### config.mk
export PLATFORM = sky130hd
export DESIGN_NAME = simple_mips_cpu
export DESIGN_NICKNAME = d
export VERILOG_FILES = /design/src/rtl/mips_pkg.sv /design/src/rtl/mips_regfile.sv /design/src/rtl/simple_mips_cpu.sv
export SDC_FILE = /design/constraint.sdc
export NUM_CORES = 2
export LEC_CHECK = 0
export CELL_PAD_IN_SITES_DETAIL_PLACEMENT = 1
export CELL_PAD_IN_SITES_GLOBAL_PLACEMENT = 1
export CORE_MARGIN = 1.5
export CORE_UTILIZATION = 45
export CTS_CLUSTER_DIAMETER = 80
export CTS_CLUSTER_SIZE = 12
export DETAILED_ROUTE_END_ITERATION = 12
export DONT_BUFFER_PORTS = 1
export GPL_TIMING_DRIVEN = 0
export HOLD_SLACK_MARGIN = 0.08
export PLACE_DENSITY = 0.68
export SETUP_SLACK_MARGIN = 0.5
export SLEW_MARGIN = 20
export SYNTH_ARGS = -nofsm -noshare
export SYNTH_HDL_FRONTEND = slang
export SYNTH_SLANG_ARGS = --single-unit
### constraint.sdc
create_clock -name clk -period 27.8 [get_ports clk]
set_input_delay 5.56 -clock clk [delete_from_list [all_inputs] [get_ports clk]]
set_output_delay 5.56 -clock clk [all_outputs]
set_load 0.05 [all_outputs]
### src/rtl/mips_pkg.sv
// mips_pkg: shared definitions for the simple MIPS core.
//   - opcode and funct constants for the supported instruction subset
//   - ALU operation enum
//   - instruction field extraction helpers and sign extension
package mips_pkg;

  localparam int NUM_REGS = 32;

  localparam logic [5:0] OP_RTYPE = 6'd0;
  localparam logic [5:0] OP_J     = 6'd2;
  localparam logic [5:0] OP_BEQ   = 6'd4;
  localparam logic [5:0] OP_LW    = 6'd35;
  localparam logic [5:0] OP_SW    = 6'd43;

  localparam logic [5:0] FUNCT_ADD = 6'h20;
  localparam logic [5:0] FUNCT_SUB = 6'h22;
  localparam logic [5:0] FUNCT_AND = 6'h24;
  localparam logic [5:0] FUNCT_OR  = 6'h25;
  localparam logic [5:0] FUNCT_SLT = 6'h2A;

  typedef enum logic [2:0] {
    ALU_ADD,
    ALU_SUB,
    ALU_AND,
    ALU_OR,
    ALU_SLT
  } alu_op_t;

  function automatic logic [5:0] inst_op(input logic [31:0] inst);
    return inst[31:26];
  endfunction

  function automatic logic [4:0] inst_rs(input logic [31:0] inst);
    return inst[25:21];
  endfunction

  function automatic logic [4:0] inst_rt(input logic [31:0] inst);
    return inst[20:16];
  endfunction

  function automatic logic [4:0] inst_rd(input logic [31:0] inst);
    return inst[15:11];
  endfunction

  function automatic logic [5:0] inst_funct(input logic [31:0] inst);
    return inst[5:0];
  endfunction

  function automatic logic [15:0] inst_imm(input logic [31:0] inst);
    return inst[15:0];
  endfunction

  function automatic logic [25:0] inst_target(input logic [31:0] inst);
    return inst[25:0];
  endfunction

  function automatic logic [31:0] sign_ext(input logic [15:0] imm);
    return {{16{imm[15]}}, imm};
  endfunction

endpackage

### src/rtl/mips_regfile.sv
// mips_regfile: 32 x 32-bit register file.
//   clk, rst_n      : clock, synchronous active-high clear of all registers
//   rs_addr/rs_data : combinational read port A
//   rt_addr/rt_data : combinational read port B
//   wr_en/wr_addr/wr_data : write port, committed on the rising edge
// r0 always reads zero and writes to it are dropped. A read in the same
// cycle as a write to that register returns the old contents.
module mips_regfile
  import mips_pkg::*;
(
  input  logic        clk,
  input  logic        rst_n,
  input  logic [4:0]  rs_addr,
  input  logic [4:0]  rt_addr,
  input  logic        wr_en,
  input  logic [4:0]  wr_addr,
  input  logic [31:0] wr_data,
  output logic [31:0] rs_data,
  output logic [31:0] rt_data
);

  logic [31:0] regs [NUM_REGS];

  always_ff @(posedge clk) begin
    if (rst_n) begin
      for (int i = 0; i < NUM_REGS; i++) begin
        regs[i] <= '0;
      end
    end else if (wr_en && (wr_addr != 5'd0)) begin
      regs[wr_addr] <= wr_data;
    end
  end

  assign rs_data = (rs_addr == 5'd0) ? 32'd0 : regs[rs_addr];
  assign rt_data = (rt_addr == 5'd0) ? 32'd0 : regs[rt_addr];

endmodule

### src/rtl/simple_mips_cpu.sv
// simple_mips_cpu: single-cycle MIPS subset core (add/sub/and/or/slt, lw,
// sw, beq, j). One instruction is fetched, decoded and executed per clock.
//   clk, rst_n        : clock, synchronous active-high reset
//   instruction       : word fetched at inst_mem_rd_addr
//   data_mem_rd_data  : word read at data_mem_addr
//   inst_mem_rd_addr  : PC (byte address)
//   data_mem_addr     : ALU result (word index for the data memory)
//   data_mem_wrdata   : rt register value
//   memwrite_ctrl     : store strobe, memory writes at the rising edge
//   memread_ctrl      : load indicator
module simple_mips_cpu
  import mips_pkg::*;
(
  input  logic        clk,
  input  logic        rst_n,
  input  logic [31:0] instruction,
  input  logic [31:0] data_mem_rd_data,
  output logic [31:0] inst_mem_rd_addr,
  output logic [31:0] data_mem_addr,
  output logic [31:0] data_mem_wrdata,
  output logic        memwrite_ctrl,
  output logic        memread_ctrl
);

  logic [31:0] pc, pc_plus4, next_pc;
  logic [31:0] rs_data, rt_data, imm_sext, alu_b, alu_result, wr_data;
  logic [4:0]  dest_reg;
  logic        reg_write, mem_to_reg, use_imm, is_lw, is_sw, is_beq, is_j;
  alu_op_t     alu_op;

  assign imm_sext = sign_ext(inst_imm(instruction));
  assign pc_plus4 = pc + 32'd4;

  // Decode. Anything not recognised falls through with all defaults,
  // which is a NOP that simply advances the PC.
  always_comb begin
    reg_write  = 1'b0;
    mem_to_reg = 1'b0;
    use_imm    = 1'b1;
    is_lw      = 1'b0;
    is_sw      = 1'b0;
    is_beq     = 1'b0;
    is_j       = 1'b0;
    alu_op     = ALU_ADD;
    dest_reg   = inst_rt(instruction);
    case (inst_op(instruction))
      OP_RTYPE: begin
        use_imm  = 1'b0;
        dest_reg = inst_rd(instruction);
        case (inst_funct(instruction))
          FUNCT_ADD: begin alu_op = ALU_ADD; reg_write = 1'b1; end
          FUNCT_SUB: begin alu_op = ALU_SUB; reg_write = 1'b1; end
          FUNCT_AND: begin alu_op = ALU_AND; reg_write = 1'b1; end
          FUNCT_OR:  begin alu_op = ALU_OR;  reg_write = 1'b1; end
          FUNCT_SLT: begin alu_op = ALU_SLT; reg_write = 1'b1; end
          default: ;
        endcase
      end
      OP_LW: begin
        is_lw      = 1'b1;
        reg_write  = 1'b1;
        mem_to_reg = 1'b1;
      end
      OP_SW:  is_sw = 1'b1;
      OP_BEQ: begin
        is_beq  = 1'b1;
        use_imm = 1'b0;
        alu_op  = ALU_SUB;
      end
      OP_J:   is_j = 1'b1;
      default: ;
    endcase
  end

  assign alu_b = use_imm ? imm_sext : rt_data;

  always_comb begin
    case (alu_op)
      ALU_ADD: alu_result = rs_data + alu_b;
      ALU_SUB: alu_result = rs_data - alu_b;
      ALU_AND: alu_result = rs_data & alu_b;
      ALU_OR:  alu_result = rs_data | alu_b;
      ALU_SLT: alu_result = {31'd0, $signed(rs_data) < $signed(alu_b)};
      default: alu_result = rs_data + alu_b;
    endcase
  end

  always_comb begin
    next_pc = pc_plus4;
    if (is_beq && (rs_data == rt_data)) begin
      next_pc = pc_plus4 + {imm_sext[29:0], 2'b00};
    end else if (is_j) begin
      next_pc = {pc_plus4[31:28], inst_target(instruction), 2'b00};
    end
  end

  always_ff @(posedge clk) begin
    if (rst_n) begin
      pc <= '0;
    end else begin
      pc <= next_pc;
    end
  end

  assign wr_data = mem_to_reg ? data_mem_rd_data : alu_result;

  // Reset also gates the write enable so an instruction caught by a reset
  // edge cannot leave anything behind.
  mips_regfile u_regfile (
    .clk     (clk),
    .rst_n   (rst_n),
    .rs_addr (inst_rs(instruction)),
    .rt_addr (inst_rt(instruction)),
    .wr_en   (reg_write & ~rst_n),
    .wr_addr (dest_reg),
    .wr_data (wr_data),
    .rs_data (rs_data),
    .rt_data (rt_data)
  );

  assign inst_mem_rd_addr = pc;
  assign data_mem_addr    = alu_result;
  assign data_mem_wrdata  = rt_data;
  assign memwrite_ctrl    = is_sw & ~rst_n;
  assign memread_ctrl     = is_lw & ~rst_n;

endmodule

# Word-level counts from Yosys, hierarchy flattened
# Memory sizes are Yosys's and may differ from the RTL's.
# Index checks and enable logic that the tools add are counted.
# W data, S select, Z words.
dict set report word_totals {
  romBits 0
  elab_cells 60
  latchBits 0
  ram_bits 1024
  reg_bits 32
  n_memories 1
  out_inout_bits 98
  in_bits 66
}
# name depth width read_ports rd_clocked_by_memory_dff wr line
set mem_list {}
lappend mem_list {u_regfile.regs 32 32 2 0 32 mips_regfile.sv:22} ;# logic [31:0] regs [NUM_REGS];
dict set report op_classes {
  n_div 0
  add_sub_neg 4
  n_reduce_logical 9
  bitwise_logic 6
  shift 0
  multipliers 0
  mux 24
  n_lt_le_gt_ge 1
  eq_ne 14
}
# cell count
set ops {}
lappend ops {{$mux W32} 6}
lappend ops {{$pmux W32 S4} 1}
lappend ops {{$add A32 B32 Y32} 2}
lappend ops {{$eq A6 B6 Y1 const B} 7}
lappend ops {{$add A32 B3 Y32 const B} 1}
lappend ops {{$and A32 B32 Y32} 1}
lappend ops {{$eq A32 B32 Y1} 1}
lappend ops {{$lt A32 B32 Y1} 1}
lappend ops {{$or A32 B32 Y32} 1}
lappend ops {{$reduce_or A32 Y1} 1}
lappend ops {{$sub A32 B32 Y32} 1}
lappend ops {{$mux W28} 1}
lappend ops {{$pmux W3 S4} 1}
lappend ops {{$mux W1} 11}
lappend ops {{$logic_not A5 Y1} 2}
lappend ops {{$mux W5} 2}
lappend ops {{$eq A3 B2 Y1 const B} 2}
lappend ops {{$eq A6 B2 Y1 const B} 1}
lappend ops {{$eq A6 B3 Y1 const B} 1}
lappend ops {{$logic_not A6 Y1} 1}
lappend ops {{$pmux W3 S2} 1}
lappend ops {{$reduce_bool A5 Y1} 1}
lappend ops {{$reduce_or A5 Y1} 1}
lappend ops {{$and A1 B1 Y1} 3}
lappend ops {{other kinds (6)} 7}

# Depth between registers and ports, before layout
dict set report logic_depth {
  ltp_word 11
  depth_mapped 32
  ltp_nobuf 22
}

# Hierarchy
# From an unflattened synthesis, not the netlist that was laid out.
dict set report hier_totals {
  hier_cells 4881
  hier_area_um2 63542.2
}
# mod seq_area_each_um2 n_inst area_each_um2 cells_per_inst
set by_module_without_submodules {}
lappend by_module_without_submodules {mips_regfile 30749.5 1 54253.3 3502}
lappend by_module_without_submodules {simple_mips_cpu 600.6 1 9288.9 1379}

# Worst setup path before layout
# No wires, ideal clock.
dict set report synth_timing {
  path_kind {input -> output}
  startpoint {input port instruction[16]}
  endpoint {output port data_mem_addr[31]}
  t_arrival_ns 11.370
  t_required_ns 22.240
  path_slack_ns 10.870
  path_stages 31
  path_buffers 10
  cell_sequence {buf_4 buf_8 buf_12 buf_6 buf_6 buf_8 buf_6 buf_2 mux4_2 mux4_2 mux2i_1 nor2_1 nand2_1 nand2_1 ha_1 clkbuf_1 clkinv_1 o211ai_1 a21oi_1 o21bai_1 a21oi_1 o21bai_1 a21oi_1 o21ai_0 a21oi_1 o21a_1 or3_1 a311oi_1 nor3_2 clkbuf_1 inv_1}
}
dict set report synth_between {
  elab_chain_cells 5
  elab_cells_between_ends 9
  cone_classes {add/sub: 2; mux: 3; bitwise: 2; reduce/logical: 1; memory: 1}
}
# element line
set synth_rtl {}
lappend synth_rtl {{start: declaration} simple_mips_cpu.sv:16} ;# input logic [31:0] instruction,
lappend synth_rtl {{$mem_v2 Z32 W32 or $logic_not A5 Y1 (tied branches)} --}
lappend synth_rtl {{$mux W32 (*)} mips_regfile.sv:35} ;# assign rt_data = (rt_addr == 5'd0) ? 32'd0 : regs[rt_addr];
lappend synth_rtl {{via data_mem_wrdata[21]} simple_mips_cpu.sv:20} ;# output logic [31:0] data_mem_wrdata,
lappend synth_rtl {{$mux W32 (*)} simple_mips_cpu.sv:75} ;# assign alu_b = use_imm ? imm_sext : rt_data;
lappend synth_rtl {{$add A32 B32 Y32 or $sub A32 B32 Y32 (tied branches)} {simple_mips_cpu.sv:79, simple_mips_cpu.sv:84, simple_mips_cpu.sv:80}}
lappend synth_rtl {{$pmux W32 S4 (*)} simple_mips_cpu.sv:78} ;# case (alu_op)
lappend synth_rtl {{end: declaration} simple_mips_cpu.sv:19} ;# output logic [31:0] data_mem_addr,
# Mark *: on every way through the listed nets, which the timed path passes. The rest lies on a longest branch.

# Worst setup path after layout
dict set report layout_timing {
  startpoint {input port instruction[17]}
  endpoint {output port data_mem_addr[31]}
}
# The elaborated chain is that of the path after synthesis.

==> impl_results.md <==
* Power Total at 4.26 mW
* Port bufs at 0
* Final hold violation count at 0
* CTS H-tree depth at 3
* YS warnings at 0
* CP required at 22.24 ns
* DR iter-0 viols at 7903
* Worst-path maximum fanout at 11
* Core footprint at 0.138 mm²
* Worst Tran Pin Value at 1.45 ns
* Min-delay src: inst_mem_rd_addr[31]
* Worst-path clk slew at 0.06 ns
* Slowest CP cell: nor3_2
* Outcome: finished clean
* Final Cycle Share at 76.4%
* Fin crit period at 21.24 ns
* Syn_area_per_cell at 12.3 µm²
* Setup total negative slack at 0 ns
* FF-to-FF End: u_regfile.regs[9][22]
* Final Core Density at 50.0%
* Pwr Density at 61.8 mW/mm²
* Yosys cell types at 110
* WS Path Type: input pin to output pin
* Worst EP arrival at 15.68 ns
* DRC at 0
* Num rows at 136
* CP Capture Type: output pin
* Syn-to-layout area delta at 9.87%
* Congestion Overflow GR at 0
* Die width at 376 µm
* DR pass1 iterations at 6
* Detail Route Antenna Nets at 0
* Area of the multi-input gates at 0.0293 mm²
* Post-synth ARST share at 0%
* Worst-Skew Late Latency at 0.76 ns
* R2r startpoint: u_regfile.regs[15][0]
* Vias in the first global route at 51233
* #FFs+latches synth at 1054
* Via count at 51963
* Vias/cell at 7.25
* Flip-flop and latch area at 0.0314 mm²
* Hold crit path type: flip-flop to flip-flop
* First-pass GRT wire length at 414 mm
* Ports at 164
* Final setup violation count at 0
* WL final at 307 mm
* Initial antenna violation count at 13
* Mapped Area at 0.0628 mm²
* Post-synth top flop: edfxtp_1
* Largest net degree at the start of global routing at 33
* # clock sinks at 1054
* Fin area at 0.0690 mm²
* Total CTS buffers at 100
* CTS Hold Bufs at 0
* WL per Instance at 42.9 µm
* Post-synth top area cell: edfxtp_1
* CP Launch Type: input pin
* Peak Freq at 47.1 MHz
* Die height at 376 µm
* Cell Area, Placed at 0.0662 mm²
* FF-to-FF path depth at 19
* Total track usage at 42.7%
* Cell mode on critical path: a21oi_1
* DP Wirelength at 222 mm
* CTS tree: done
* Worst vdd ir at 0.0544 mV
* RSZ-0062 raised after global routing: false
* Layout fillers at 14067
* Maxcap violations at 0
* Hold depth at 3
* Total die area at 0.142 mm²
* Top-area cell type share of the netlist area at 49.0%
* Gate Count Post-Synth at 5101
* Starting Density at 45.5%
* Critical Path Max Stage Delay at 0.83 ns
* Setup Fix Bufs, Post-CTS at 0
* Worst Hold End: inst_mem_rd_addr[31]
* Top post-synthesis cells by area: edfxtp_1 (49%), mux4_2 (15%), nor2_1 (5.7%)
* Setup Skew at 0.0325 ns
* Slew Viols, Final at 0
* Nets@finish at 5442
* Sequential share of the synthesized area at 50.0%
* Routability congestion estimate at 0.992
* Slew HR at 3.48%
* Post-CTS sizing at 0
* Reg2Reg Setup Slack at 19.68 ns
* Leak at 24.9 nW
* Layout cells sized above 1 at 18.0%
* Root Driver: clkbuf_16
* Post-synth EDFFs at 1024
* CTS Buffer Depth at 3
==> routing by layer <==
metal / up-vias / global-route usage (%) / share of wire [%]
met5: - / 0 / 0.033
met4: 12 / 23.9 / 6.5
met3: 952 / 17.7 / 16
met2: 4431 / 62.4 / 43
met1: 26704 / 53.5 / 35
li1: 19864 / - / -
==> cell usage after synthesis, drive strengths merged, types with 24 or more instances <==
cell type and number:
ha 100, inv 94, nor2 960, edfxtp 1024
nand4 33, a21oi 169, a21o 27, o21ai 75
xor2 29, clkbuf 310, mux4 430, nand2 192
mux2 30, a211oi 114, buf 170, o221ai 24
nand2b 53, nand3 52, and2 30, and3 33
xnor2 81, dfxtp 30, a31oi 34, a22o 25
o22ai 33, a22oi 96, mux2i 309, nor2b 34
nor3 210
==> cells by family after synthesis <==
family          after synthesis  synth area share, %
mux                         769                 21.0
compound gates              805                 9.28
xor+xnor                    110                 1.54
simple gates               1686                 11.9
other cells                   1              0.00597
fa+ha+maj                   101                 2.03
flops                      1054                 50.0
buf+inv                     575                 4.32
==> worst max-delay path by stage <==
stage,start,to,slack [ns],depth (start not counted)
floorplan,instruction[16],data_mem_addr[31],10.87,31
global placement,instruction[22],data_mem_addr[0],6.77,24
detailed placement,instruction[22],data_mem_addr[31],6.96,23
CTS,instruction[22],data_mem_addr[31],6.93,23
global route,instruction[17],data_mem_addr[31],6.55,29
finish,instruction[17],data_mem_addr[31],6.56,29
==> power by group <==
group / leakage [nW] / switching (mW) / internal, mW
registers: 10.8 / 0.0342 / 1.79
logic: 12.8 / 0.835 / 0.297
clock network: 1.33 / 0.652 / 0.652
==> final cells by class <==
type | count | share of cell area, %
Sequential cell | 1054 | 45.5
Buffer | 480 | 3.49
Multi-Input combinational cell | 3505 | 42.5
Inverter | 95 | 0.517
Timing Repair Buffer | 39 | 0.664
Clock inverter | 10 | 0.214
Clock buffer | 112 | 3.73
Antenna cell | 10 | 0.0363
Tap cell | 1863 | 3.38
==> placed cells by master, fill, tap and decap left out, drive strengths merged, types with 53 or more instances in the layout <==
master / count
a211oi: 114
a21oi: 169
a22oi: 96
buf: 207
clkbuf: 424
edfxtp: 1024
ha: 100
inv: 100
mux2i: 309
mux4: 430
nand2: 192
nand2b: 53
nor2: 960
nor3: 210
o21ai: 75
xnor2: 81
==> through the flow <==
stage	instances	hold WS (ns)	setup WS, ns
global route	7162	1.04	6.55
detailed placement	7034	0.971	6.96
global placement	6997	0.962	6.77
finish	7168	0.981	6.56
floorplan	5134	0.897	10.87
CTS	7156	0.984	6.93
==> critical path, delay by kind of cell <==
family	cells	cell delay [ns]
fa+ha+maj	1	0.32
buf+inv	9	4.59
mux	3	1.60
simple gates	5	1.58
compound gates	11	1.95
==> state kept, by name (all words and copies together), names as in the netlist <==
register          cells
inst_mem_rd_addr     30
u_regfile.regs     1024
No activity file was read; power rests on OpenSTA's default activity.
